`src/rtl/decode_queue_if.sv`:
```
// decode_queue_if: decoded-entry types plus the fetch/execute handshake bundle of decode_queue
package decode_queue_pkg;
  localparam logic [6:0] OP_LUI = 7'b0110111, OP_AUIPC = 7'b0010111, OP_JAL = 7'b1101111,
    OP_JALR = 7'b1100111, OP_BR = 7'b1100011, OP_LOAD = 7'b0000011, OP_STORE = 7'b0100011,
    OP_IMM = 7'b0010011, OP_REG = 7'b0110011;
  localparam logic [2:0] ALU_ADD = 3'd0, ALU_SLL = 3'd1, ALU_SRA = 3'd2, ALU_SUB = 3'd3,
    ALU_XOR = 3'd4, ALU_SRL = 3'd5, ALU_OR = 3'd6, ALU_AND = 3'd7;
  localparam logic [2:0] CMP_BLT = 3'b100, CMP_BLTU = 3'b110;
  localparam logic [1:0] PC_PLUS4 = 2'd0, PC_ALU_OUT = 2'd1, PC_ALU_MOD2 = 2'd2;
  localparam logic A1_RS1 = 1'b0, A1_PC = 1'b1;
  localparam logic [2:0] A2_I_IMM = 3'd0, A2_U_IMM = 3'd1, A2_B_IMM = 3'd2, A2_S_IMM = 3'd3,
    A2_J_IMM = 3'd4, A2_RS2 = 3'd5;
  localparam logic CMP_RS2 = 1'b0, CMP_I_IMM = 1'b1;
  localparam logic [3:0] RF_ALU_OUT = 4'd0, RF_BR_EN = 4'd1, RF_U_IMM = 4'd2, RF_LW = 4'd3,
    RF_PC_PLUS4 = 4'd4, RF_LB = 4'd5, RF_LBU = 4'd6, RF_LH = 4'd7, RF_LHU = 4'd8;
  typedef struct packed {
    logic [6:0] opcode;
    logic [4:0] rd;
    logic [2:0] funct3;
    logic [6:0] funct7;
    logic [2:0] aluop;
    logic [2:0] cmpop;
    logic       load_regfile;
    logic       br;
    logic       mem_read;
    logic       mem_write;
    logic [1:0] pcmux_sel;
    logic       alumux1_sel;
    logic [2:0] alumux2_sel;
    logic       cmpmux_sel;
    logic [3:0] regfilemux_sel;
    logic       trap;
  } rv32i_control_word;
  typedef struct packed {
    logic        commit;
    logic        trap;
    logic [4:0]  rd_addr;
    logic [31:0] insn;
    logic [31:0] pc_rdata;
    logic [31:0] pc_wdata;
  } monitor_t;
endpackage

interface decode_queue_if #(parameter int XLEN = 32, parameter int ORDER_W = 64);
  import decode_queue_pkg::*;
  logic              in_valid;
  logic              in_ready;
  logic [XLEN-1:0]   in_instr;
  logic [XLEN-1:0]   in_pc;
  logic              out_valid;
  logic              out_ready;
  rv32i_control_word out_word;
  monitor_t          out_monitor;
  logic [ORDER_W-1:0] out_order;
  logic              flush;
  logic              halted;
  modport master(output in_valid, in_instr, in_pc, out_ready, flush,
                 input in_ready, out_valid, out_word, out_monitor, out_order, halted);
  modport slave(input in_valid, in_instr, in_pc, out_ready, flush,
                output in_ready, out_valid, out_word, out_monitor, out_order, halted);
endinterface

```
`src/rtl/decode_queue.sv`:
```
// decode_queue: registered RV32I decode into a BUF_DEPTH FIFO with flush, trap halt and retire order; RV32M_EN makes op_reg funct7=0x01 legal
module decode_queue import decode_queue_pkg::*; #(
  parameter int XLEN      = 32,
  parameter int BUF_DEPTH = 2,
  parameter int ORDER_W   = 64
) (
  input logic           clk,
  input logic           rst,
  decode_queue_if.slave bus
);
  localparam int PW = BUF_DEPTH > 1 ? $clog2(BUF_DEPTH) : 1;
  localparam int CW = $clog2(BUF_DEPTH + 1);
  localparam logic [PW-1:0] LAST = PW'(BUF_DEPTH - 1);
  localparam logic [CW-1:0] FULL = CW'(BUF_DEPTH);
`ifdef RV32M_EN
  localparam logic M_EN = 1'b1;
`else
  localparam logic M_EN = 1'b0;
`endif
  if (XLEN != 32) begin : g_xlen_chk
    $error("decode_queue: XLEN must be 32");
  end
  if (BUF_DEPTH < 1 || BUF_DEPTH > 8) begin : g_depth_chk
    $error("decode_queue: BUF_DEPTH must be 1..8");
  end
  typedef enum logic {RUN, HALT} state_t;
  typedef struct packed {
    rv32i_control_word word;
    monitor_t          mon;
  } entry_t;
  state_t            state, state_n;
  entry_t            mem [BUF_DEPTH];
  logic [PW-1:0]     head, tail;
  logic [CW-1:0]     count;
  logic [ORDER_W-1:0] order;
  rv32i_control_word w;
  monitor_t          m;
  logic [6:0]        op, f7;
  logic [2:0]        f3;
  logic              shift, slt, mext, push, pop;
  assign op = bus.in_instr[6:0];
  assign f3 = bus.in_instr[14:12];
  assign f7 = bus.in_instr[31:25];
  assign shift = f3 == 3'd1 || f3 == 3'd5;
  assign slt = f3 == 3'd2 || f3 == 3'd3;
  assign mext = op == OP_REG && f7 == 7'h01;
  always_comb begin
    w = '0;
    w.opcode = op;
    w.rd = bus.in_instr[11:7];
    w.funct3 = f3;
    w.funct7 = f7;
    w.aluop = f3;
    case (op)
      OP_LUI: begin w.load_regfile = 1'b1; w.regfilemux_sel = RF_U_IMM; end
      OP_AUIPC: begin
        w.load_regfile = 1'b1; w.alumux1_sel = A1_PC; w.alumux2_sel = A2_U_IMM; w.aluop = ALU_ADD;
      end
      OP_JAL: begin
        w.load_regfile = 1'b1; w.regfilemux_sel = RF_PC_PLUS4; w.alumux1_sel = A1_PC;
        w.alumux2_sel = A2_J_IMM; w.aluop = ALU_ADD; w.pcmux_sel = PC_ALU_OUT;
      end
      OP_JALR: begin
        w.load_regfile = 1'b1; w.regfilemux_sel = RF_PC_PLUS4; w.alumux2_sel = A2_I_IMM;
        w.aluop = ALU_ADD; w.pcmux_sel = PC_ALU_MOD2;
      end
      OP_BR: begin
        w.br = 1'b1; w.cmpop = f3; w.alumux1_sel = A1_PC; w.alumux2_sel = A2_B_IMM; w.aluop = ALU_ADD;
        w.trap = f3 == 3'd2 || f3 == 3'd3;
      end
      OP_LOAD: begin
        w.load_regfile = 1'b1; w.mem_read = 1'b1; w.alumux2_sel = A2_I_IMM; w.aluop = ALU_ADD;
        w.regfilemux_sel = f3 == 3'd0 ? RF_LB : f3 == 3'd1 ? RF_LH : f3 == 3'd4 ? RF_LBU :
                           f3 == 3'd5 ? RF_LHU : RF_LW;
        w.trap = f3 == 3'd3 || f3[2:1] == 2'b11;
      end
      OP_STORE: begin
        w.mem_write = 1'b1; w.alumux2_sel = A2_S_IMM; w.aluop = ALU_ADD; w.trap = f3 >= 3'd3;
      end
      OP_IMM, OP_REG: begin
        w.load_regfile = 1'b1;
        w.alumux2_sel = op == OP_REG ? A2_RS2 : A2_I_IMM;
        if (mext) w.trap = ~M_EN;
        else begin
          if (slt) begin
            w.cmpop = f3[0] ? CMP_BLTU : CMP_BLT;
            w.cmpmux_sel = op == OP_IMM ? CMP_I_IMM : CMP_RS2;
            w.regfilemux_sel = RF_BR_EN;
          end
          if (f3 == 3'd5) w.aluop = f7[5] ? ALU_SRA : ALU_SRL;
          if (f3 == 3'd0 && op == OP_REG) w.aluop = f7[5] ? ALU_SUB : ALU_ADD;
          w.trap = shift && f7 != 7'h00 && f7 != 7'h20;
        end
      end
      default: w.trap = 1'b1;
    endcase
  end
  always_comb begin
    m = '0;
    m.trap = w.trap;
    m.commit = ~w.trap & (w.load_regfile | w.br | w.mem_write);
    m.rd_addr = bus.in_instr[11:7];
    m.insn = bus.in_instr;
    m.pc_rdata = bus.in_pc;
    m.pc_wdata = bus.in_pc + 32'd4;
  end
  // a full queue still accepts when the head leaves in the same cycle
  assign bus.in_ready = state == RUN && !bus.flush && (count != FULL || bus.out_ready);
  assign bus.out_valid = count != '0;
  assign bus.halted = state == HALT;
  assign bus.out_word = bus.out_valid ? mem[head].word : '0;
  assign bus.out_monitor = bus.out_valid ? mem[head].mon : '0;
  assign bus.out_order = order;
  assign push = bus.in_valid & bus.in_ready;
  assign pop = bus.out_valid & bus.out_ready;
  always_comb state_n = bus.flush ? RUN : (push && w.trap) ? HALT : state;
  always_ff @(posedge clk) state <= rst ? RUN : state_n;
  always_ff @(posedge clk) if (push) mem[tail] <= '{w, m};
  always_ff @(posedge clk) begin
    if (rst || bus.flush) begin
      head <= '0;
      tail <= '0;
      count <= '0;
    end else begin
      if (push) tail <= tail == LAST ? '0 : tail + 1'b1;
      if (pop) head <= head == LAST ? '0 : head + 1'b1;
      count <= count + CW'(push) - CW'(pop);
    end
    if (rst) order <= '0;
    else if (pop && !bus.flush && mem[head].mon.commit) order <= order + 1'b1;
  end
endmodule

```
`src/flat_wrapper.sv`:
```
// flat-port wrapper written by rule: the top's interface ports become plain ports
module decode_queue_flat import decode_queue_pkg::*;
#(
  parameter int XLEN      = 32,
  parameter int BUF_DEPTH = 2,
  parameter int ORDER_W   = 64
)
  (clk, rst, bus_in_valid, bus_in_instr, bus_in_pc, bus_out_ready, bus_flush, bus_in_ready, bus_out_valid, bus_out_word, bus_out_monitor, bus_out_order, bus_halted);
  decode_queue_if #(.XLEN(XLEN), .ORDER_W(ORDER_W)) bus_i ();
  input logic clk;
  input logic rst;
  input wire logic [$bits(bus_i.in_valid)-1:0] bus_in_valid;
  input wire logic [$bits(bus_i.in_instr)-1:0] bus_in_instr;
  input wire logic [$bits(bus_i.in_pc)-1:0] bus_in_pc;
  input wire logic [$bits(bus_i.out_ready)-1:0] bus_out_ready;
  input wire logic [$bits(bus_i.flush)-1:0] bus_flush;
  output wire logic [$bits(bus_i.in_ready)-1:0] bus_in_ready;
  output wire logic [$bits(bus_i.out_valid)-1:0] bus_out_valid;
  output wire logic [$bits(bus_i.out_word)-1:0] bus_out_word;
  output wire logic [$bits(bus_i.out_monitor)-1:0] bus_out_monitor;
  output wire logic [$bits(bus_i.out_order)-1:0] bus_out_order;
  output wire logic [$bits(bus_i.halted)-1:0] bus_halted;
  assign bus_i.in_valid = bus_in_valid;
  assign bus_i.in_instr = bus_in_instr;
  assign bus_i.in_pc = bus_in_pc;
  assign bus_i.out_ready = bus_out_ready;
  assign bus_i.flush = bus_flush;
  assign bus_in_ready = bus_i.in_ready;
  assign bus_out_valid = bus_i.out_valid;
  assign bus_out_word = bus_i.out_word;
  assign bus_out_monitor = bus_i.out_monitor;
  assign bus_out_order = bus_i.out_order;
  assign bus_halted = bus_i.halted;
  decode_queue #(.XLEN(XLEN), .BUF_DEPTH(BUF_DEPTH), .ORDER_W(ORDER_W)) u_core (.clk(clk), .rst(rst), .bus(bus_i));
endmodule
```
`config.mk`:
```
export PLATFORM = sky130hd
export DESIGN_NAME = decode_queue_flat
export DESIGN_NICKNAME = d
export VERILOG_FILES = /design/src/rtl/decode_queue_if.sv /design/src/rtl/decode_queue.sv /design/src/flat_wrapper.sv
export SDC_FILE = /design/constraint.sdc
export NUM_CORES = 1
export LEC_CHECK = 0
export CORE_ASPECT_RATIO = 1.5
export CORE_UTILIZATION = 35
export DETAILED_ROUTE_END_ITERATION = 10
export GPL_TIMING_DRIVEN = 0
export PLACE_DENSITY = 0.63
export SYNTH_ARGS = -nofsm -noshare
export SYNTH_HDL_FRONTEND = slang
export SYNTH_SLANG_ARGS = --single-unit
```
`constraint.sdc`:
```
create_clock -name clk -period 21.1 [get_ports clk]
set_input_delay 5.275 -clock clk [delete_from_list [all_inputs] [get_ports clk]]
set_output_delay 5.275 -clock clk [all_outputs]
set_load 0.01 [all_outputs]
```
==> summary.md <==
| Metric | Value |
|---|---|
| CTS tree | `done` |
| CP most frequent cell | `clkdlybuf4s50_1` |
| WL/cell | `about 18 um` |
| Clk slew on worst S/H paths | `about 0.07 ns` |
| Mean area per synthesized cell | `12.2 um2` |
| Post-CTS Setup Repair Bufs | `0` |
| Cell variety after synth | `50` |
| Worst Max-Slew Pin Slew | `1.00 ns` |
| Root Buffer | `clkbuf_16` |
| First-pass GRT wire length | `52900 um` |
| TritonRoute pass-1 iters | `7` |
| Critical path buffers and inverters | `2` |
| Worst EP arrival | `6.84 ns` |
| Final RePlAce weighted congestion | `0.853` |
| Worst-path fanout max | `4` |
| Aggregate routed wire length | `34300 um` |
| Final Util | `47.6%` |
| CP top delay family | `buffers and inverters` |
| Setup TNS | `0 ns` |
| Multi-input logic area | `~4400 um2` |
| Final Hold Viols | `0` |
| DRT iter0 DRCs | `750` |
| Seq/Total Area, Yosys | `between 60% and 70%` |
| Cells after Synth | `between 1000 and 1500` |
| Max stage delay on crit path | `0.64 ns` |
| Row Count | `87` |
| Worst slew margin | `31.4%` |
| RSZ-0062 raised after global routing | `false` |
| Worst EP required | `15.83 ns` |
| Fraction of registers with async set/reset | `0%` |
| Post-synth EDFFs | `234` |
| Die Footprint | `a little under 40000 um2` |
| Via count | `9593` |
| Synthesized cell area | `13300 um2` |
| Finished Cell Area | `around 18000 um2` |
| Clk_skew | `about 0.014 ns` |
| Area after DPL | `16800 um2` |
| FMAX | `0.0825 GHz` |
| Worst skew pair latency | `0.56 ns` |
| Layout fillers | `3383` |
| Input/output buffers | `280` |
| Synth warn | `0` |
| Residual DRC count | `0` |
| Max clock buf depth | `3` |
| Core box area | `37400 um2` |
| Via density | `5.00` |
| Metal1 wirelength | `12400 um` |
| # IOs | `around 280` |
| Clock buffers created by TritonCTS | `30` |
| Post-CTS resize count | `0` |
| Share of layout cells above drive strength 1 | `7.00%` |
| Setup violators final | `0` |
| Yosys reg bits | `304` |
| Met3 Wirelength | `1900 um` |
| GRT Residual Overflow | `0` |
| Met2 wire length | `~19000 um` |
| Area Overhead vs Synth | `34.5%` |
| Crit-path cells | `clkdlybuf4s50_1, nor3b_1, nor3_1, clkdlybuf4s50_1` |
| PwrDens | `~74 nW/um2` |
| Class of the worst hold path | `reg -> reg` |
| Crit Path Category | `in -> out` |
| Die Wd | `161 um` |
| Post-DP HPWL | `25200 um` |
| Period minus WS final | `12.12 ns` |
| Total global routing track utilization | `17.6%` |
| Max Used Layer | `met4` |
| Leak | `about 0.0056 uW` |
| Main synth FF type | `edfxtp_1` |
| Worst vdd ir | `0.0777 mV` |
| Fin. max-slew vios | `0` |
| Setup crit end kind | `primary output` |
| Status | `completed` |
| Die height | `between 200 and 250 um` |
| Largest net degree at the start of global routing | `between 50 and 60` |
| Clock sinks | `~300` |
| Crit path launch type | `input port` |
| Vias in the first global route | `between 9000 and 10000` |
| Period utilization | `57.4%` |
| Final Non-Filler Cells | `approximately 1900` |
| N_diodes | `0` |
| Htree depth | `1` |
| Hold-fix buffers, CTS | `0` |
| Flip-flop and latch area | `around 8400 um2` |
| Overall power | `1330 uW` |
| CP max-delay cell | `clkdlybuf4s50_1` |
| Routed Antenna Nets | `0` |
| Initial antenna violation count | `0` |
| Max-cap viol count | `0` |
| Syn_nets | `about 1200` |
| Layout net count | `1477` |
| Initial Util | `35.4%` |
| Dpl cells | `roughly 1900` |
area by class of cell:
class / count / share of cell area, %
timing repair buffer: 286 / 16.4
clock buffer: 34 / 4.41
tap: 489 / 3.43
multi-input combinational: 683 / 24.4
clock inverter: 22 / 1.32
sequential: 304 / 47.2
buffer: 79 / 2.34
inverter: 20 / 0.421
sequential cells by signal (all words and copies together) (netlist names), named ones only:
signal	count
u_core.head	1
u_core.count	2
u_core.tail	1
u_core.bus.halted	1
u_core.bus.out_order	64
u_core.mem	234
placed cells by master (no fill, tap or decap), types with 22 or more instances in the layout:
master           synthesis  final
a21oi_1                 42     42
buf_4                   31     31
clkbuf_1                29     32
clkbuf_16                0     31
clkdlybuf4s50_1          0    280
dfxtp_1                 70     70
edfxtp_1               234    234
mux2i_1                118    118
nand2_1                 46     46
nand3_1                 35     35
nand4_1                 30     30
nor2_1                 171    171
nor3_1                  22     22
o21ai_0                 25     25
or4_1                   23     23
xnor2_1                 27     27
xor2_1                  32     32
final timing paths:
kind                            startpoint  slack, ns                  endpoint  cells after the start
setup / recovery             bus_out_ready       8.98              bus_in_ready                      4
hold / removal    u_core.bus.out_order[63]       0.48  u_core.bus.out_order[63]                      2
setup reg to reg                 flip-flop      18.30  u_core.bus.out_order[54]                      8
hold reg to reg   u_core.bus.out_order[63]       0.48  u_core.bus.out_order[63]                      2
worst reg2reg max path, stage by stage, from the launching register on:
cell,delay [ns]
dfxtp_1,0.30
buf_2,0.30
mux2i_1,0.22
nor4_2,0.50
nand3_1,0.34
buf_2,0.29
clkbuf_1,0.26
o31ai_1,0.35
a21oi_1,0.10
per-layer routing:
metal	global-route usage, %	up-vias
met3	2.90	62
met4	7.66	0
met1	18.6	4612
met2	33.8	332
met5	0	-
li1	-	4587
cell usage after synthesis, types with 2 or more instances:
master	instances	area (um2)
a2111oi_0	2	17.5
a211oi_1	2	15.0
a21boi_0	2	15.0
a21o_1	3	22.5
a21oi_1	42	210
a31oi_1	2	12.5
and2_1	10	62.6
and3_1	13	81.3
and4_1	5	43.8
buf_1	16	60.1
buf_2	3	15.0
buf_4	31	233
clkbuf_1	29	109
dfxtp_1	70	1400
edfxtp_1	234	7030
ha_1	4	50.1
inv_1	20	75.1
mux2i_1	118	1180
nand2_1	46	173
nand2b_1	3	18.8
nand3_1	35	175
nand4_1	30	188
nor2_1	171	642
nor2b_1	3	18.8
nor3_1	22	110
nor4_1	4	25.0
o21ai_0	25	125
o21bai_1	2	15.0
o31ai_1	19	143
or2_2	3	18.8
or3_1	19	119
or4_1	23	173
xnor2_1	27	236
xor2_1	32	280
metrics by stage:
step	hold WS, ns	setup WS (ns)
6_report	0.484	8.98
3_5_place_dp	0.481	8.99
5_1_grt	0.512	8.91
2_1_floorplan	0.496	9.24
4_1_cts	0.489	8.98
3_3_place_gp	0.459	5.53
cells by family after synthesis:
logic type      Yosys count  share of synthesized area, %
flops                   304                          63.5
buf+inv                  99                          3.71
mux                     119                          8.99
xor+xnor                 59                          3.90
simple gates            398                          14.9
compound gates          103                          4.62
fa+ha+maj                 4                         0.377
power breakdown:
group          leakage (uW)  switching, uW  internal [uW]
Sequential          0.00270           3.18            659
Clock              0.000490            227            328
Combinational       0.00245           58.8           53.6
Total               0.00564            289           1040
No activity file was read; power rests on OpenSTA's default activity.
